[src/rtl/tuner_indicator_if.sv]
// Result bus from the frequency finder into the tuner display stage, plus the
// display outputs. The finder/bench side is master, the display stage is slave.
interface tuner_indicator_if;
    logic              did_find;
    logic [2:0]        note;
    logic signed [9:0] difference;
    logic [6:0]        seg;
    logic [8:0]        led_bar;
    logic              in_tune;
    logic              valid;

    modport master (
        output did_find, note, difference,
        input  seg, led_bar, in_tune, valid
    );

    modport slave (
        input  did_find, note, difference,
        output seg, led_bar, in_tune, valid
    );
endinterface

[src/rtl/tuner_indicator.sv]
// Tuner display stage: per-string moving average of the finder offset, rendered
// as a 7-segment note letter, a one-hot flat/sharp bar and an in-tune LED.
module tuner_indicator #(
    parameter int AVG_LOG2       = 2,
    parameter int TOL            = 1,
    parameter int STEP_LOG2      = 2,
    parameter int TIMEOUT_CYCLES = 50_000_000,
    parameter int NO_PEAK        = 511
) (
    input  logic              clk,
    input  logic              rst_n,
    tuner_indicator_if.slave  bus
);
    localparam int DEPTH = 1 << AVG_LOG2;
    localparam int SUM_W = 10 + AVG_LOG2;
    localparam int CNT_W = $clog2(TIMEOUT_CYCLES + 1);
    localparam logic signed [9:0] NO_PEAK_V = 10'(NO_PEAK);
    localparam logic [CNT_W-1:0]  CNT_LAST  = CNT_W'(TIMEOUT_CYCLES - 1);

    localparam logic [1:0] S_BLANK  = 2'd0;
    localparam logic [1:0] S_UPDATE = 2'd1;
    localparam logic [1:0] S_DECODE = 2'd2;
    localparam logic [1:0] S_SHOW   = 2'd3;

    localparam logic [6:0] SEG_BLANK = 7'b1111111;
    localparam logic [6:0] SEG_E     = 7'b0000110;
    localparam logic [6:0] SEG_A     = 7'b0001000;
    localparam logic [6:0] SEG_D     = 7'b0100001;
    localparam logic [6:0] SEG_G     = 7'b1000010;
    localparam logic [6:0] SEG_B     = 7'b0000011;
    localparam logic [6:0] SEG_DASH  = 7'b0111111;

    logic [1:0]              state_reg;
    logic                    did_find_reg;
    logic                    from_blank_reg;
    logic [2:0]              note_lat_reg;
    logic [2:0]              last_note_reg;
    logic signed [9:0]       diff_lat_reg;
    logic signed [9:0]       win_reg [DEPTH];
    logic signed [SUM_W-1:0] sum_reg;
    logic [CNT_W-1:0]        cnt_reg;
    logic [6:0]              seg_reg;
    logic [8:0]              led_reg;
    logic                    tune_reg;
    logic                    valid_reg;

    logic                    sample_edge;
    logic                    accept;
    logic                    flush;
    logic signed [SUM_W-1:0] new_ext;
    logic signed [SUM_W-1:0] old_ext;
    logic signed [10:0]      avg_ext;
    logic [10:0]             mag;
    logic [10:0]             steps;
    logic [2:0]              level;
    logic [3:0]              bar_idx;
    logic                    tune_next;
    logic [8:0]              bar_next;
    logic [6:0]              seg_next;

    assign sample_edge = bus.did_find & ~did_find_reg;
    assign accept      = sample_edge && (bus.difference != NO_PEAK_V) &&
                         (state_reg == S_BLANK || state_reg == S_SHOW);
    // A new string or a return from blank restarts the average from scratch.
    assign flush       = from_blank_reg || (note_lat_reg != last_note_reg);
    assign new_ext     = SUM_W'(diff_lat_reg);
    assign old_ext     = SUM_W'(win_reg[DEPTH-1]);

    always_comb begin
        avg_ext   = 11'(sum_reg >>> AVG_LOG2);
        mag       = avg_ext[10] ? 11'(-avg_ext) : 11'(avg_ext);
        steps     = (mag - 11'(TOL) - 11'd1) >> STEP_LOG2;
        level     = (steps >= 11'd4) ? 3'd4 : 3'(steps) + 3'd1;
        tune_next = (mag <= 11'(TOL));
        // Positive offset means flat, which lights the low end of the bar.
        if (tune_next)
            bar_idx = 4'd4;
        else if (avg_ext > 0)
            bar_idx = 4'd4 - {1'b0, level};
        else
            bar_idx = 4'd4 + {1'b0, level};
        bar_next = 9'd1 << bar_idx;
        case (note_lat_reg)
            3'd0, 3'd5: seg_next = SEG_E;
            3'd1:       seg_next = SEG_A;
            3'd2:       seg_next = SEG_D;
            3'd3:       seg_next = SEG_G;
            3'd4:       seg_next = SEG_B;
            default:    seg_next = SEG_DASH;
        endcase
    end

    // Window entry 0 holds the newest sample, entry DEPTH-1 the oldest.
    generate
        for (genvar gi = 0; gi < DEPTH; gi++) begin : g_win
            always_ff @(posedge clk) begin
                if (!rst_n) begin
                    win_reg[gi] <= '0;
                end else if (state_reg == S_UPDATE) begin
                    if (flush)
                        win_reg[gi] <= diff_lat_reg;
                    else if (gi == 0)
                        win_reg[gi] <= diff_lat_reg;
                    else
                        win_reg[gi] <= win_reg[(gi > 0) ? gi - 1 : 0];
                end
            end
        end
    endgenerate

    always_ff @(posedge clk) begin
        if (!rst_n) begin
            state_reg      <= S_BLANK;
            did_find_reg   <= 1'b0;
            from_blank_reg <= 1'b0;
            note_lat_reg   <= '0;
            last_note_reg  <= '0;
            diff_lat_reg   <= '0;
            sum_reg        <= '0;
            cnt_reg        <= '0;
            seg_reg        <= SEG_BLANK;
            led_reg        <= '0;
            tune_reg       <= 1'b0;
            valid_reg      <= 1'b0;
        end else begin
            did_find_reg <= bus.did_find;
            case (state_reg)
                S_BLANK, S_SHOW: begin
                    if (accept) begin
                        note_lat_reg   <= bus.note;
                        diff_lat_reg   <= bus.difference;
                        from_blank_reg <= (state_reg == S_BLANK);
                        state_reg      <= S_UPDATE;
                    end else if (state_reg == S_SHOW) begin
                        if (cnt_reg == CNT_LAST) begin
                            state_reg <= S_BLANK;
                            seg_reg   <= SEG_BLANK;
                            led_reg   <= '0;
                            tune_reg  <= 1'b0;
                            valid_reg <= 1'b0;
                        end else begin
                            cnt_reg <= cnt_reg + CNT_W'(1);
                        end
                    end
                end
                S_UPDATE: begin
                    last_note_reg <= note_lat_reg;
                    sum_reg       <= flush ? (new_ext <<< AVG_LOG2)
                                           : (sum_reg + new_ext - old_ext);
                    state_reg     <= S_DECODE;
                end
                S_DECODE: begin
                    seg_reg   <= seg_next;
                    led_reg   <= bar_next;
                    tune_reg  <= tune_next;
                    valid_reg <= 1'b1;
                    cnt_reg   <= '0;
                    state_reg <= S_SHOW;
                end
                default: state_reg <= S_BLANK;
            endcase
        end
    end

    assign bus.seg     = seg_reg;
    assign bus.led_bar = led_reg;
    assign bus.in_tune = tune_reg;
    assign bus.valid   = valid_reg;
endmodule

[src/flat_wrapper.sv]
// flat-port wrapper written by rule: the top's interface ports become plain ports
module tuner_indicator_flat 
#(
    parameter int AVG_LOG2       = 2,
    parameter int TOL            = 1,
    parameter int STEP_LOG2      = 2,
    parameter int TIMEOUT_CYCLES = 50_000_000,
    parameter int NO_PEAK        = 511
)
  (clk, rst_n, bus_did_find, bus_note, bus_difference, bus_seg, bus_led_bar, bus_in_tune, bus_valid);
  tuner_indicator_if bus_i ();
  input  logic clk;
  input  logic rst_n;
  input wire logic [$bits(bus_i.did_find)-1:0] bus_did_find;
  input wire logic [$bits(bus_i.note)-1:0] bus_note;
  input wire logic [$bits(bus_i.difference)-1:0] bus_difference;
  output wire logic [$bits(bus_i.seg)-1:0] bus_seg;
  output wire logic [$bits(bus_i.led_bar)-1:0] bus_led_bar;
  output wire logic [$bits(bus_i.in_tune)-1:0] bus_in_tune;
  output wire logic [$bits(bus_i.valid)-1:0] bus_valid;
  assign bus_i.did_find = bus_did_find;
  assign bus_i.note = bus_note;
  assign bus_i.difference = bus_difference;
  assign bus_seg = bus_i.seg;
  assign bus_led_bar = bus_i.led_bar;
  assign bus_in_tune = bus_i.in_tune;
  assign bus_valid = bus_i.valid;
  tuner_indicator #(.AVG_LOG2(AVG_LOG2), .TOL(TOL), .STEP_LOG2(STEP_LOG2), .TIMEOUT_CYCLES(TIMEOUT_CYCLES), .NO_PEAK(NO_PEAK)) u_core (.clk(clk), .rst_n(rst_n), .bus(bus_i));
endmodule
[config.mk]
export PLATFORM = sky130hd
export DESIGN_NAME = tuner_indicator_flat
export DESIGN_NICKNAME = d
export VERILOG_FILES = /design/src/rtl/tuner_indicator_if.sv /design/src/rtl/tuner_indicator.sv /design/src/flat_wrapper.sv
export SDC_FILE = /design/constraint.sdc
export NUM_CORES = 1
export LEC_CHECK = 0
export BUFFER_PORTS_ARGS = -buffer_cell sky130_fd_sc_hd__buf_2
export CORE_MARGIN = 3
export CORE_UTILIZATION = 30
export CTS_CLUSTER_SIZE = 10
export DETAILED_ROUTE_END_ITERATION = 7
export RECOVER_POWER = 50
export SYNTH_ARGS = -nofsm -noshare
export SYNTH_HDL_FRONTEND = slang
export SYNTH_SLANG_ARGS = --single-unit
[constraint.sdc]
create_clock -name clk -period 4.7 [get_ports clk]
set_input_delay 0 -clock clk [delete_from_list [all_inputs] [get_ports clk]]
set_output_delay 0 -clock clk [all_outputs]
set_load 0.05 [all_outputs]
# == Word-level counts from Yosys, hierarchy flattened ==
# Memory sizes are Yosys's and may differ from the RTL's.
# Index checks and enable logic that the tools add are counted.
# W data, S select, Z words.
# totals
word_cells,110
reg_bits,76
ramBits,40
out_inout_bits,18
n_memories,1
inputBits,16
# op_classes
n_lt_le_gt_ge,3
muxes,44
shifts,1
addsub,9
eq_ne,17
n_bitwise,10
reduce_logical,13
# memory_table
memory,depth,width,rd,rd_clocked_by_memory_dff,wr,line,rtl
u_core.win_reg,4,10,4,0,4,tuner_indicator.sv:39,logic signed [9:0] win_reg [DEPTH];
# ops
op,count
$mux W10,8
$mux W26,3
$pmux W26 S2,1
$pmux W7 S5,1
$mux W9,3
$add A26 B1 Y26 const B,1
$eq A26 B26 Y1 const B,1
$sub A11 B1 Y11 const B,2
$mux W7,3
$pmux W9 S2,1
$pmux W7 S2,1
$add A12 B10 Y12,1
$mux W1,12
$mux W12,1
$sub A12 B10 Y12,1
$le A11 B1 Y1 const B,1
$mux W11,1
$neg A10 Y11,1
$gt A10 B1 Y1 const B,1
$ne A10 B10 Y1 const B,1
$ge A9 B3 Y1 const B,1
$shl A1 B4 Y9 const A,1
$mux W4,2
$or A1 B1 Y1,8
26 further kinds,40

# == Longest topological paths before layout ==
# depth
depth_word,11
ltp_mapped,17
mapped_depth_nobuf,16

# == Worst setup path after synthesis ==
# No wires, ideal clock.
# synth_path
kind,register -> register
from,reg u_core.sum_reg[3]
to,reg u_core.led_reg[1] (netlist: u_core.bus.led_bar[1])
synth_period_minus_slack_ns,3.458
arrival_ns,3.388
n_path_buf,1
t_required_ns,4.630
path_slack_ns,1.242
stages_incl_launch_ff,16
setup_ns,0.070
cell_sequence,dfxtp_1 -> buf_6 -> inv_1 -> ha_1 -> or3b_2 -> o41ai_1 -> a21oi_1 -> a21oi_1 -> o21a_2 -> nand2_1 -> ha_1 -> nand2_1 -> a21oi_1 -> a31oi_1 -> or4b_1 -> o2bb2ai_1
# synth_via
elab_chain_cells,11
word_cells_on_any_way,15
classes_between,add/sub (6); order compare (3); shift (1); mux (5)
# synth_lines
element,line,rtl
"start, declared",tuner_indicator.sv:40,logic signed [SUM_W-1:0] sum_reg;
"start signal, assigned",tuner_indicator.sv:148,sum_reg <= flush ? (new_ext <<< AVG_LOG2)
$neg A10 Y11,tuner_indicator.sv:71,mag = avg_ext[10] ? 11'(-avg_ext) : 11'(avg_ext);
$mux W11,tuner_indicator.sv:71,
$sub A11 B1 Y11 (2 in series),tuner_indicator.sv:72,steps = (mag - 11'(TOL) - 11'd1) >> STEP_LOG2;
$ge A9 B3 Y1 / $add A3 B1 Y3 (equally long branches),tuner_indicator.sv:73,level = (steps >= 11'd4) ? 3'd4 : 3'(steps) + 3'd1;
$mux W3,tuner_indicator.sv:73,
$add A3 B3 Y4 / $sub A3 B3 Y4 (equally long branches),"tuner_indicator.sv:81, tuner_indicator.sv:79",
$mux W4,tuner_indicator.sv:78,else if (avg_ext > 0)
$mux W4 (*),tuner_indicator.sv:76,if (tune_next)
$shl A1 B4 Y9 (*),tuner_indicator.sv:82,bar_next = 9'd1 << bar_idx;
$pmux W9 S2 (*),tuner_indicator.sv:127,case (state_reg)
"end signal, assigned",tuner_indicator.sv:154,led_reg <= bar_next;
"end, declared",tuner_indicator.sv:43,logic [8:0] led_reg;
# Mark *: on every way between the ends. The rest lies on a longest branch, timed or not.
# A chain may end at the register's enable or synchronous reset.

# == Worst setup path after layout ==
# Same ends and word-level chain as after synthesis.

==> impl_metrics.toml <==
[route]
top_layer_used = "met4"
wl_per_cell_um = 13.7
drc_errors = 0
met3WireLength_um = 340
via_per_inst = 4.86
ant_nets = 0
drtIter0Drc = 332
first_pass_iters = 4
vias = 4967
wl_met2_um = 6980
drt-total-wl_um = 14000
wl_met1_um = 6520

[layout]
num-nets-final = 788
seq_area_um2 = 2720
area_growth_pct = 17.9
drive_above_1_share = 0.0812
multi_input_area_um2 = 3110
nFillCells = 2122
largest_register_ffs = 40
final_cells = 1021
num_antenna_cells = 0

[sta]
rsz0062_at_grt = "no"
tightest_slew_ns = 1.14
setup_tns_ns = 0
setup_viol = 0
skew_ns = 0.0109
fin_crit_sh = 0.830
timing.fmax_mhz = 256
min_period_ns = 3.90
finalHoldViolCount = 0
maxSlewHeadroom = 0.237
slew_viol_final = 0

[logic_synthesis]
avgSynthCellArea_um2 = 8.95
yosys_warnings = 0
async_reset_ff_frac = 0
yosys_register_bits = 116
synthFlopType = "dfxtp_1"
synth_top_area_share = 0.245
synth_area_um2 = 6210
synth_top_area_cell = "dfxtp_1"
syn_inst = 694
synth_most_common_cell = "nand2_1"
synth-edff-count = 40
synth_seq_area_share = 0.438
synthTopCellsByArea = "dfxtp_1, edfxtp_1, nand2_1"
ys_top_cells_by_count = "nand2_1, dfxtp_1, a21oi_1"
synth_nets = 744
ys_types = 62

[clock_tree]
clkLatencyLatePin_ns = 0.41
cts_resized = 0
cts_sinks = 116
root_buffer = "clkbuf_16"
cts-hold-fix-buffers = 16
cts_buffer_depth = 2
clk_pin_slew_ns = 0.05
cts_made_buffers = 17
htreeDepth = 4
postCtsSetupRepairBufs = 0
cts_tree = "built"

[worst_setup_path]
worst_setup_path_end_kind = "register"
crit_type = "register to register"
arrival_ns = 4.24
worst_ep_required_time_ns = 5.04
worst_r2r_path_depth = 14
cp-start-kind = "register"
crit_path_max_fanout = 9

[floorplan]
die_y_um = 150
die_area_um2 = 22500
io_pins = 34
die_w_um = 150
core_area_um2 = 20300
start_util = 0.306
fp-row-count = 52

[global_routing]
grt_max_degree = 31
antenna_found_initial = 0
grt_pass1_wl_um = 23800
grt.total_usage = 0.132
grt_pass1_vias = 4809
grt_overflow = 0

[place]
dp_hpwl_um = 9960
port_buffers = 33
routabilityCongestion = 0.832
placed_cells = 973

[pwr]
pwr_density_cell_nw_per_um2 = 488
power_leakage_nw = 2.80
peakVddDrop_mv = 0.288

[job]
maxCapViolations = 0

[worst_hold_path]
min_path_cells = 3
min_path_type = "input port to register"

[run_status]
status = "finished, final reports clean"
## cell families (layout without fill, tap and decap cells)
logic type                 count (synthesis)  count (layout)  share of synthesized area
xor gates and xnor gates                  38              38                     0.0536
buffers and inverters                     91             148                     0.0630
and+or+nand+nor                          245             245                      0.187
DFF                                      116             116                      0.438
adders and majority gates                 34              34                     0.0818
muxes                                      8               8                     0.0129
AOI/OAI and AO/OA                        162             162                      0.164
## worst max-delay path, stage by stage (launching register included)
cell       delay (ns)
dfxtp_1          0.38
inv_1            0.15
ha_1             0.33
or3b_2           0.51
o41ai_1          0.27
a21oi_1          0.11
a21oi_1          0.39
o21a_2           0.28
nand2_1          0.11
ha_1             0.31
nand2_1          0.06
a21oi_1          0.05
a31oi_1          0.28
or4b_1           0.47
o2bb2ai_1        0.13
## report_power, final
group	internal (mW)	switching, mW
combinational	0.450	0.663
sequential	1.12	0.0760
clock	0.835	0.435
## per-stage QoR
stage	power [mW]	utilization	hold WS (ns)	worst slack, ns	instance area (um2)
after floorplan	2.09	-	0.122	1.24	6210
after global placement	2.31	0.326	0.222	0.891	6610
after detailed placement	2.31	0.326	0.226	0.843	6610
after CTS	3.61	0.362	0.348	0.823	7360
after global routing	3.82	0.361	0.382	0.387	7330
final	3.58	0.361	0.362	0.800	7330
## cells in the final DEF (no fill, tap or decap), types with 5 or more instances in the layout
cell type,Yosys,final
xor2_1,17,17
dlygate4sd3_1,0,16
a211o_1,5,5
mux2i_1,8,8
nor3_1,11,11
nor4b_1,6,6
inv_1,60,60
buf_2,1,14
buf_4,3,5
clkinv_2,0,5
a21oi_1,70,70
clkbuf_1,22,24
xnor2_1,21,21
ha_1,23,23
nand2_1,103,103
fa_1,11,11
a31oi_1,7,7
a22o_1,6,6
dfxtp_1,76,76
edfxtp_1,40,40
or3_1,11,11
o21ai_0,30,30
clkbuf_16,0,18
or2_2,7,6
nor2_1,59,59
nand3_1,9,9
a21o_1,5,5
a32o_1,6,6
nand4_1,6,6
## final cells by class
cell class / instances / area share
clock buffers: 23 / 0.0668
clock inverters: 9 / 0.0137
inverters: 60 / 0.0307
multi-input cells: 487 / 0.424
flip-flops and latches: 116 / 0.372
well taps: 270 / 0.0461
repair buffers: 56 / 0.0473
## path summary, 6_finish.rpt
check        slack, ns                     to         startpoint
max               0.80  u_core.bus.led_bar[1]  u_core.sum_reg[3]
min               0.36    u_core.did_find_reg       bus_did_find
max reg2reg       0.80  u_core.bus.led_bar[1]  u_core.sum_reg[3]
min reg2reg       0.45      u_core.bus.seg[4]  u_core.bus.seg[4]
## per-layer routing
metal | global-route usage | vias to the layer above
met5 | 0 | -
met4 | 0.0435 | 0
met3 | 0.0330 | 14
met2 | 0.224 | 58
met1 | 0.164 | 2385
li1 | - | 2510
Power figures use the tool's default switching activity.
